[src/rtl/multicycle_control_unit_if.sv]
// Control bus between the multicycle control FSM (master) and the datapath (slave).
// Carries the instruction word and zero flag in, and every datapath control out.
interface multicycle_control_unit_if;
   logic [31:0] Instr;
   logic        Zero;
   logic        instr_lden;
   logic        pc_sel;
   logic        pc_lden;
   logic        rf_wren;
   logic        rf_wrdata_sel;
   logic        rf_b_sel;
   logic        alu_rf_a_sel;
   logic        alu_bin_sel;
   logic [3:0]  alu_func;
   logic        mem_wren;
   logic        illegal;
   logic [3:0]  state_dbg;

   modport master (
      input  Instr, Zero,
      output instr_lden, pc_sel, pc_lden, rf_wren, rf_wrdata_sel, rf_b_sel,
             alu_rf_a_sel, alu_bin_sel, alu_func, mem_wren, illegal, state_dbg
   );

   modport slave (
      output Instr, Zero,
      input  instr_lden, pc_sel, pc_lden, rf_wren, rf_wrdata_sel, rf_b_sel,
             alu_rf_a_sel, alu_bin_sel, alu_func, mem_wren, illegal, state_dbg
   );
endinterface

[src/rtl/multicycle_control_unit.sv]
// Multicycle control FSM: fetch/decode/execute/memory/writeback sequencing of datapath enables.
// Optional ILLEGAL_TRAP_EN: unknown opcodes lock into a TRAP state (illegal=1) until reset.
module multicycle_control_unit #(
   parameter logic [3:0] ALU_ADD = 4'b0000,
   parameter logic [3:0] ALU_SUB = 4'b0001,
   parameter logic [3:0] ALU_AND = 4'b0010,
   parameter logic [3:0] ALU_OR  = 4'b0011
) (
   input  logic                       Clk,
   input  logic                       Reset,
   multicycle_control_unit_if.master  bus
);

   typedef enum logic [3:0] {
      FETCH  = 4'd0,
      DECODE = 4'd1,
      EXEC   = 4'd2,
      WB_ALU = 4'd3,
      MEM_RD = 4'd4,
      WB_MEM = 4'd5,
      MEM_WR = 4'd6,
      BRANCH = 4'd7,
      NOP    = 4'd8
`ifdef ILLEGAL_TRAP_EN
      , TRAP = 4'd9
`endif
   } state_t;

   localparam logic [5:0] OP_RTYPE = 6'b100000;
   localparam logic [5:0] OP_ADDI  = 6'b110000;
   localparam logic [5:0] OP_ANDI  = 6'b110010;
   localparam logic [5:0] OP_ORI   = 6'b110011;
   localparam logic [5:0] OP_LI    = 6'b111000;
   localparam logic [5:0] OP_LUI   = 6'b111001;
   localparam logic [5:0] OP_LW    = 6'b001111;
   localparam logic [5:0] OP_SW    = 6'b011111;
   localparam logic [5:0] OP_B     = 6'b111111;
   localparam logic [5:0] OP_BEQ   = 6'b000000;
   localparam logic [5:0] OP_BNE   = 6'b000001;

   state_t      state_r;
   state_t      state_nxt_s;
   logic [5:0]  op_r;
   logic [3:0]  fn_r;
   logic [5:0]  alu_cfg_s;
   logic        unused_instr_s;

   // ALU setup for an opcode, packed as {a_sel, bin_sel, func}; addi/lw/sw share the default
   function automatic logic [5:0] alu_cfg(input logic [5:0] op, input logic [3:0] fn);
      case (op)
         OP_RTYPE:      alu_cfg = {1'b0, 1'b0, fn};
         OP_ANDI:       alu_cfg = {1'b0, 1'b1, ALU_AND};
         OP_ORI:        alu_cfg = {1'b0, 1'b1, ALU_OR};
         OP_LI, OP_LUI: alu_cfg = {1'b1, 1'b1, ALU_ADD};
         default:       alu_cfg = {1'b0, 1'b1, ALU_ADD};
      endcase
   endfunction

   assign alu_cfg_s      = alu_cfg(op_r, fn_r);
   assign bus.state_dbg  = state_r;
   assign unused_instr_s = ^bus.Instr[25:4];

   // State register plus opcode/function capture on the DECODE edge
   always_ff @(posedge Clk or negedge Reset) begin
      if (!Reset) begin
         state_r <= FETCH;
         op_r    <= 6'd0;
         fn_r    <= 4'd0;
      end else begin
         state_r <= state_nxt_s;
         if (state_r == DECODE) begin
            op_r <= bus.Instr[31:26];
            fn_r <= bus.Instr[3:0];
         end else begin
            op_r <= op_r;
            fn_r <= fn_r;
         end
      end
   end

   // Next-state decode; DECODE looks at the live opcode because op_r is not yet loaded
   always_comb begin
      state_nxt_s = state_r;
      case (state_r)
         FETCH:  state_nxt_s = DECODE;
         DECODE: begin
            case (bus.Instr[31:26])
               OP_RTYPE, OP_ADDI, OP_ANDI, OP_ORI, OP_LI, OP_LUI,
               OP_LW, OP_SW:         state_nxt_s = EXEC;
               OP_B, OP_BEQ, OP_BNE: state_nxt_s = BRANCH;
`ifdef ILLEGAL_TRAP_EN
               default:              state_nxt_s = TRAP;
`else
               default:              state_nxt_s = NOP;
`endif
            endcase
         end
         EXEC: begin
            case (op_r)
               OP_LW:   state_nxt_s = MEM_RD;
               OP_SW:   state_nxt_s = MEM_WR;
               default: state_nxt_s = WB_ALU;
            endcase
         end
         MEM_RD:                                state_nxt_s = WB_MEM;
         WB_ALU, WB_MEM, MEM_WR, BRANCH, NOP:   state_nxt_s = FETCH;
`ifdef ILLEGAL_TRAP_EN
         TRAP:                                  state_nxt_s = TRAP;
`endif
         default:                               state_nxt_s = FETCH;
      endcase
   end

   // Moore output decode, forced inactive while reset is held; only BRANCH pc_sel sees Zero
   always_comb begin
      bus.instr_lden    = 1'b0;
      bus.pc_sel        = 1'b0;
      bus.pc_lden       = 1'b0;
      bus.rf_wren       = 1'b0;
      bus.rf_wrdata_sel = 1'b0;
      bus.rf_b_sel      = 1'b0;
      bus.alu_rf_a_sel  = 1'b0;
      bus.alu_bin_sel   = 1'b0;
      bus.alu_func      = ALU_ADD;
      bus.mem_wren      = 1'b0;
      bus.illegal       = 1'b0;
      if (Reset) begin
         case (state_r)
            FETCH:  bus.instr_lden = 1'b1;
            EXEC, MEM_RD: begin
               {bus.alu_rf_a_sel, bus.alu_bin_sel, bus.alu_func} = alu_cfg_s;
            end
            WB_ALU: begin
               {bus.alu_rf_a_sel, bus.alu_bin_sel, bus.alu_func} = alu_cfg_s;
               bus.rf_wren = 1'b1;
               bus.pc_lden = 1'b1;
            end
            WB_MEM: begin
               {bus.alu_rf_a_sel, bus.alu_bin_sel, bus.alu_func} = alu_cfg_s;
               bus.rf_wren       = 1'b1;
               bus.rf_wrdata_sel = 1'b1;
               bus.pc_lden       = 1'b1;
            end
            MEM_WR: begin
               {bus.alu_rf_a_sel, bus.alu_bin_sel, bus.alu_func} = alu_cfg_s;
               bus.rf_b_sel = 1'b1;
               bus.mem_wren = 1'b1;
               bus.pc_lden  = 1'b1;
            end
            BRANCH: begin
               bus.rf_b_sel = 1'b1;
               bus.alu_func = ALU_SUB;
               bus.pc_lden  = 1'b1;
               case (op_r)
                  OP_B:    bus.pc_sel = 1'b1;
                  OP_BEQ:  bus.pc_sel = bus.Zero;
                  OP_BNE:  bus.pc_sel = ~bus.Zero;
                  default: bus.pc_sel = 1'b0;
               endcase
            end
            NOP:    bus.pc_lden = 1'b1;
`ifdef ILLEGAL_TRAP_EN
            TRAP:   bus.illegal = 1'b1;
`endif
            default: bus.instr_lden = 1'b0;
         endcase
      end else begin
         bus.alu_func = ALU_ADD;
      end
   end

endmodule

[src/flat_wrapper.sv]
// flat-port wrapper written by rule: the top's interface ports become plain ports
module multicycle_control_unit_flat 
#(
   parameter logic [3:0] ALU_ADD = 4'b0000,
   parameter logic [3:0] ALU_SUB = 4'b0001,
   parameter logic [3:0] ALU_AND = 4'b0010,
   parameter logic [3:0] ALU_OR  = 4'b0011
)
  (Clk, Reset, bus_Instr, bus_Zero, bus_instr_lden, bus_pc_sel, bus_pc_lden, bus_rf_wren, bus_rf_wrdata_sel, bus_rf_b_sel, bus_alu_rf_a_sel, bus_alu_bin_sel, bus_alu_func, bus_mem_wren, bus_illegal, bus_state_dbg);
  multicycle_control_unit_if bus_i ();
  input  logic Clk;
  input  logic Reset;
  input wire logic [$bits(bus_i.Instr)-1:0] bus_Instr;
  input wire logic [$bits(bus_i.Zero)-1:0] bus_Zero;
  output wire logic [$bits(bus_i.instr_lden)-1:0] bus_instr_lden;
  output wire logic [$bits(bus_i.pc_sel)-1:0] bus_pc_sel;
  output wire logic [$bits(bus_i.pc_lden)-1:0] bus_pc_lden;
  output wire logic [$bits(bus_i.rf_wren)-1:0] bus_rf_wren;
  output wire logic [$bits(bus_i.rf_wrdata_sel)-1:0] bus_rf_wrdata_sel;
  output wire logic [$bits(bus_i.rf_b_sel)-1:0] bus_rf_b_sel;
  output wire logic [$bits(bus_i.alu_rf_a_sel)-1:0] bus_alu_rf_a_sel;
  output wire logic [$bits(bus_i.alu_bin_sel)-1:0] bus_alu_bin_sel;
  output wire logic [$bits(bus_i.alu_func)-1:0] bus_alu_func;
  output wire logic [$bits(bus_i.mem_wren)-1:0] bus_mem_wren;
  output wire logic [$bits(bus_i.illegal)-1:0] bus_illegal;
  output wire logic [$bits(bus_i.state_dbg)-1:0] bus_state_dbg;
  assign bus_i.Instr = bus_Instr;
  assign bus_i.Zero = bus_Zero;
  assign bus_instr_lden = bus_i.instr_lden;
  assign bus_pc_sel = bus_i.pc_sel;
  assign bus_pc_lden = bus_i.pc_lden;
  assign bus_rf_wren = bus_i.rf_wren;
  assign bus_rf_wrdata_sel = bus_i.rf_wrdata_sel;
  assign bus_rf_b_sel = bus_i.rf_b_sel;
  assign bus_alu_rf_a_sel = bus_i.alu_rf_a_sel;
  assign bus_alu_bin_sel = bus_i.alu_bin_sel;
  assign bus_alu_func = bus_i.alu_func;
  assign bus_mem_wren = bus_i.mem_wren;
  assign bus_illegal = bus_i.illegal;
  assign bus_state_dbg = bus_i.state_dbg;
  multicycle_control_unit #(.ALU_ADD(ALU_ADD), .ALU_SUB(ALU_SUB), .ALU_AND(ALU_AND), .ALU_OR(ALU_OR)) u_core (.Clk(Clk), .Reset(Reset), .bus(bus_i));
endmodule
[config.mk]
export PLATFORM = sky130hd
export DESIGN_NAME = multicycle_control_unit_flat
export DESIGN_NICKNAME = d
export VERILOG_FILES = /design/src/rtl/multicycle_control_unit_if.sv /design/src/rtl/multicycle_control_unit.sv /design/src/flat_wrapper.sv
export SDC_FILE = /design/constraint.sdc
export NUM_CORES = 1
export LEC_CHECK = 0
export BUFFER_PORTS_ARGS = -buffer_cell sky130_fd_sc_hd__buf_2
export CORE_MARGIN = 10
export CORE_UTILIZATION = 43
export CTS_CLUSTER_DIAMETER = 60
export DETAILED_ROUTE_END_ITERATION = 8
export GPL_ROUTABILITY_DRIVEN = 0
export GPL_TIMING_DRIVEN = 0
export PLACE_DENSITY = 0.79
export SYNTH_ARGS = -nofsm -noshare
export SYNTH_HDL_FRONTEND = slang
export SYNTH_SLANG_ARGS = --single-unit
[constraint.sdc]
create_clock -name Clk -period 2.2 [get_ports Clk]
set_input_delay 0.44 -clock Clk [delete_from_list [all_inputs] [get_ports Clk]]
set_output_delay 0.44 -clock Clk [all_outputs]
set_load 0.05 [all_outputs]
==> metrics.txt <==
Mapped Nets between 100 and 150; failing checks setup timing; FMAX 405.9 MHz; initial core utilization between 40 and 50%; simple-gate area share of the yosys netlist between 20% and 30%; fin crit share 112.0%; core area around 0.002 sq mm; total grt overflow 0; Peak VDD IR about 0.55 mV; Port Buffers 29; share of cells above drive strength 1 a little under three fifths; total power draw 1.554 mW; Site Rows 16; drt drc 0; placed cell count 152; first-pass GRT wire length 4491 um; via count a little over 900; Total Routing Usage GR 12.61%; WL/cell roughly 16 um; Pwr per Cell Area roughly 1200 mW/mm^2; final worst slack -0.2637 ns; Final nets between 150 and 200; Worst EP arrival roughly 2 ns; post-synthesis compound-gate area fraction 12.98%; 1st-pass router iterations 4; crit-path max FO 3; Crit Path Category flip-flop to output pin; run status finished, violations left; Fin. Hold Viols 0; fillers about 160; total wire length 2664 um; Diodes inserted 0; initial antenna violation count 0; pin count of the biggest net entering global routing 11; setup violators final 6; Layout area overhead 47.40%; Clock Sinks 14; Clk Tree Root Cell clkbuf_4; Synth Register Bits 14; DRT iter0 DRCs between 80 and 90; Post-Synth Adder-Cell Area 0%; Unique masters post-synth 39; Max Slew Vio Count 0; die width about 66 um; sequential area share after synthesis a little under two fifths; number of global-route vias before repair about 960; critical path required time around 1.8 ns; Vias per Instance roughly 5.5; Longest Clk Path Bufs 2; Tmin final approximately 2.5 ns; CTS Buf Count 3; Clk Latency, worst-skew pair between 0.2 and 0.3 ns; full die area roughly 0.0044 sq mm; Setup crit end kind output pin; DRT antenna net count 0; H-tree depth 1; clk slew on worst S/H paths approximately 0.090 ns; Setup Skew around 0.0090 ns; Die Ht between 60 and 70 um; final core occ between 60% and 70%; Slew HR roughly 66%; Cells after Synth 96; actual slew at the worst max-slew pin 0.5098 ns; leak pwr ~0.60 nW; synthesized cell area 915.9 sq um; RSZ-0062 raised after global routing true; CP startpoint kind flip-flop; Hold Path Class input port to flip-flop; Syn. warnings 0; mux cell area share after synthesis about 13%; post-synthesis xor/xnor area fraction approximately 1.9%; maxcap violations 0; hpwl dp between 1500 and 2000 um; largest family of logic cells by synthesized area simple AND/OR/NAND/NOR gates; non-filler cells, final roughly 170; synthesized area per cell between 9 and 10 sq um; CTS tree yes; I/O pin count 53
[layout by cell type, fill, tap and decap left out, types with 2 or more instances in the layout]
master	instances
nand2_1	5
nor2_1	6
nand3b_1	2
buf_8	2
and2_4	2
mux2_2	10
nor3_1	3
nand3_1	6
buf_2	21
dfrtp_1	12
a21oi_1	4
dfrtp_2	2
and3_1	2
clkbuf_4	3
buf_6	7
buf_4	12
dlygate4sd3_1	2
nor2_2	3
nor2b_4	2
[routing by layer]
layer | up-vias | GRT usage (%) | part of all wire [%]
li1 | 435 | - | -
met1 | 449 | 14.26 | 40
met2 | 30 | 21.77 | 53
met3 | 6 | 2.373 | 4.5
met4 | 0 | 6.545 | 2.3
met5 | - | 0 | 0
[final timing paths]
kind                                          from               to  slack (ns)  cells past startpoint
min in group asynchronous                    Reset   u_core.op_r[3]        0.59                      2
setup / recovery                    u_core.op_r[4]  bus_alu_func[1]       -0.26                      6
setup reg to reg           u_core.bus.state_dbg[1]   u_core.op_r[1]        0.41                      4
max in group asynchronous                    Reset   u_core.op_r[2]        1.28                      2
hold / removal                        bus_Instr[3]   u_core.fn_r[3]        0.39                      2
hold reg to reg                     u_core.fn_r[3]   u_core.fn_r[3]        0.52                      1
[critical path, cell delays in order, from the launching register on]
cell     delay (ns)
dfrtp_1        0.39
or4_4          0.56
nor3b_4        0.25
buf_4          0.16
a21oi_2        0.06
nor2_2         0.15
buf_6          0.18
[final cells by class]
type                    count  area, sq um  share of cell area [%]
plain buffers               5        41.29                   3.058
clock buffers               4        36.28                   2.688
inverters                   1        3.754                  0.2780
multi-input cells          75        595.6                   44.12
flip-flops and latches     14        352.8                   26.14
well taps                  27        33.78                   2.502
repair buffers             40        286.5                   21.22
[what timing repair did]
action | CTS | global route
pin swaps | 3 | 4
buffers inserted | 7 | 2
endpoints found under the setup margin | 7 | 7
hold buffers | 2 | 0
endpoints found under the hold margin | 8 | 0
gates resized for setup | 28 | 1
[cell families (layout without fill, tap and decap cells)]
group	after synthesis	after routing
simple gates	45	45
buf+inv	7	50
mux	11	11
flops	14	14
compound gates	16	16
xor+xnor	2	2
other cells	1	1
[report_power, final]
part	switching, mW	total, mW	internal [mW]	leakage (nW)
sequential	0.130	0.512	0.382	0.166
clock	0.0856	0.186	0.101	0.0210
combinational	0.481	0.856	0.375	0.408
[through the flow]
stage	hold slack (ns)	setup WS, ns	setup TNS (ns)	cell area [sq um]
after detailed placement	0.3595	-0.3599	-1.684	1139
final	0.3869	-0.2637	-1.023	1350
after floorplan	0.1444	-0.1795	-0.3322	959.7
after global placement	0.3582	-0.2601	-1.175	1139
after CTS	0.3841	-0.2210	-1.140	1335
after global routing	0.3821	-0.3268	-1.509	1350
[registers in the layout (all words and copies together) (netlist names)]
register,count
u_core.fn_r,4
u_core.bus.state_dbg,4
u_core.op_r,6
[cells in the mapped netlist, drive strengths merged]
cell type | count | area [sq um]
o32ai | 1 | 8.760
nand2b | 1 | 6.260
nand4 | 1 | 6.260
o41ai | 1 | 8.760
or4b | 1 | 10.01
buf | 4 | 37.53
or4 | 2 | 15.01
dfrtp | 14 | 350.3
a22oi | 1 | 7.510
o21ai | 1 | 5.000
clkbuf | 2 | 8.750
mux2i | 1 | 10.01
nand2 | 5 | 18.77
mux2 | 10 | 112.6
xor2 | 1 | 8.760
nand3 | 6 | 30.03
inv | 1 | 3.750
a2bb2oi | 1 | 8.760
a211o | 1 | 10.01
or2 | 1 | 6.260
nand3b | 2 | 15.01
xnor2 | 1 | 8.760
nor3b | 1 | 12.51
o22ai | 1 | 12.51
nor4 | 1 | 6.260
and3 | 3 | 18.77
o32a | 1 | 10.01
a21oi | 5 | 25.02
nor2 | 9 | 33.78
nor2b | 4 | 25.02
or3b | 1 | 8.760
nor3 | 3 | 15.01
and2 | 4 | 25.02
conb | 1 | 3.750
o2111ai | 1 | 8.760
o31ai | 1 | 7.510
a31oi | 1 | 6.260
(Power assumes the default switching activity.)
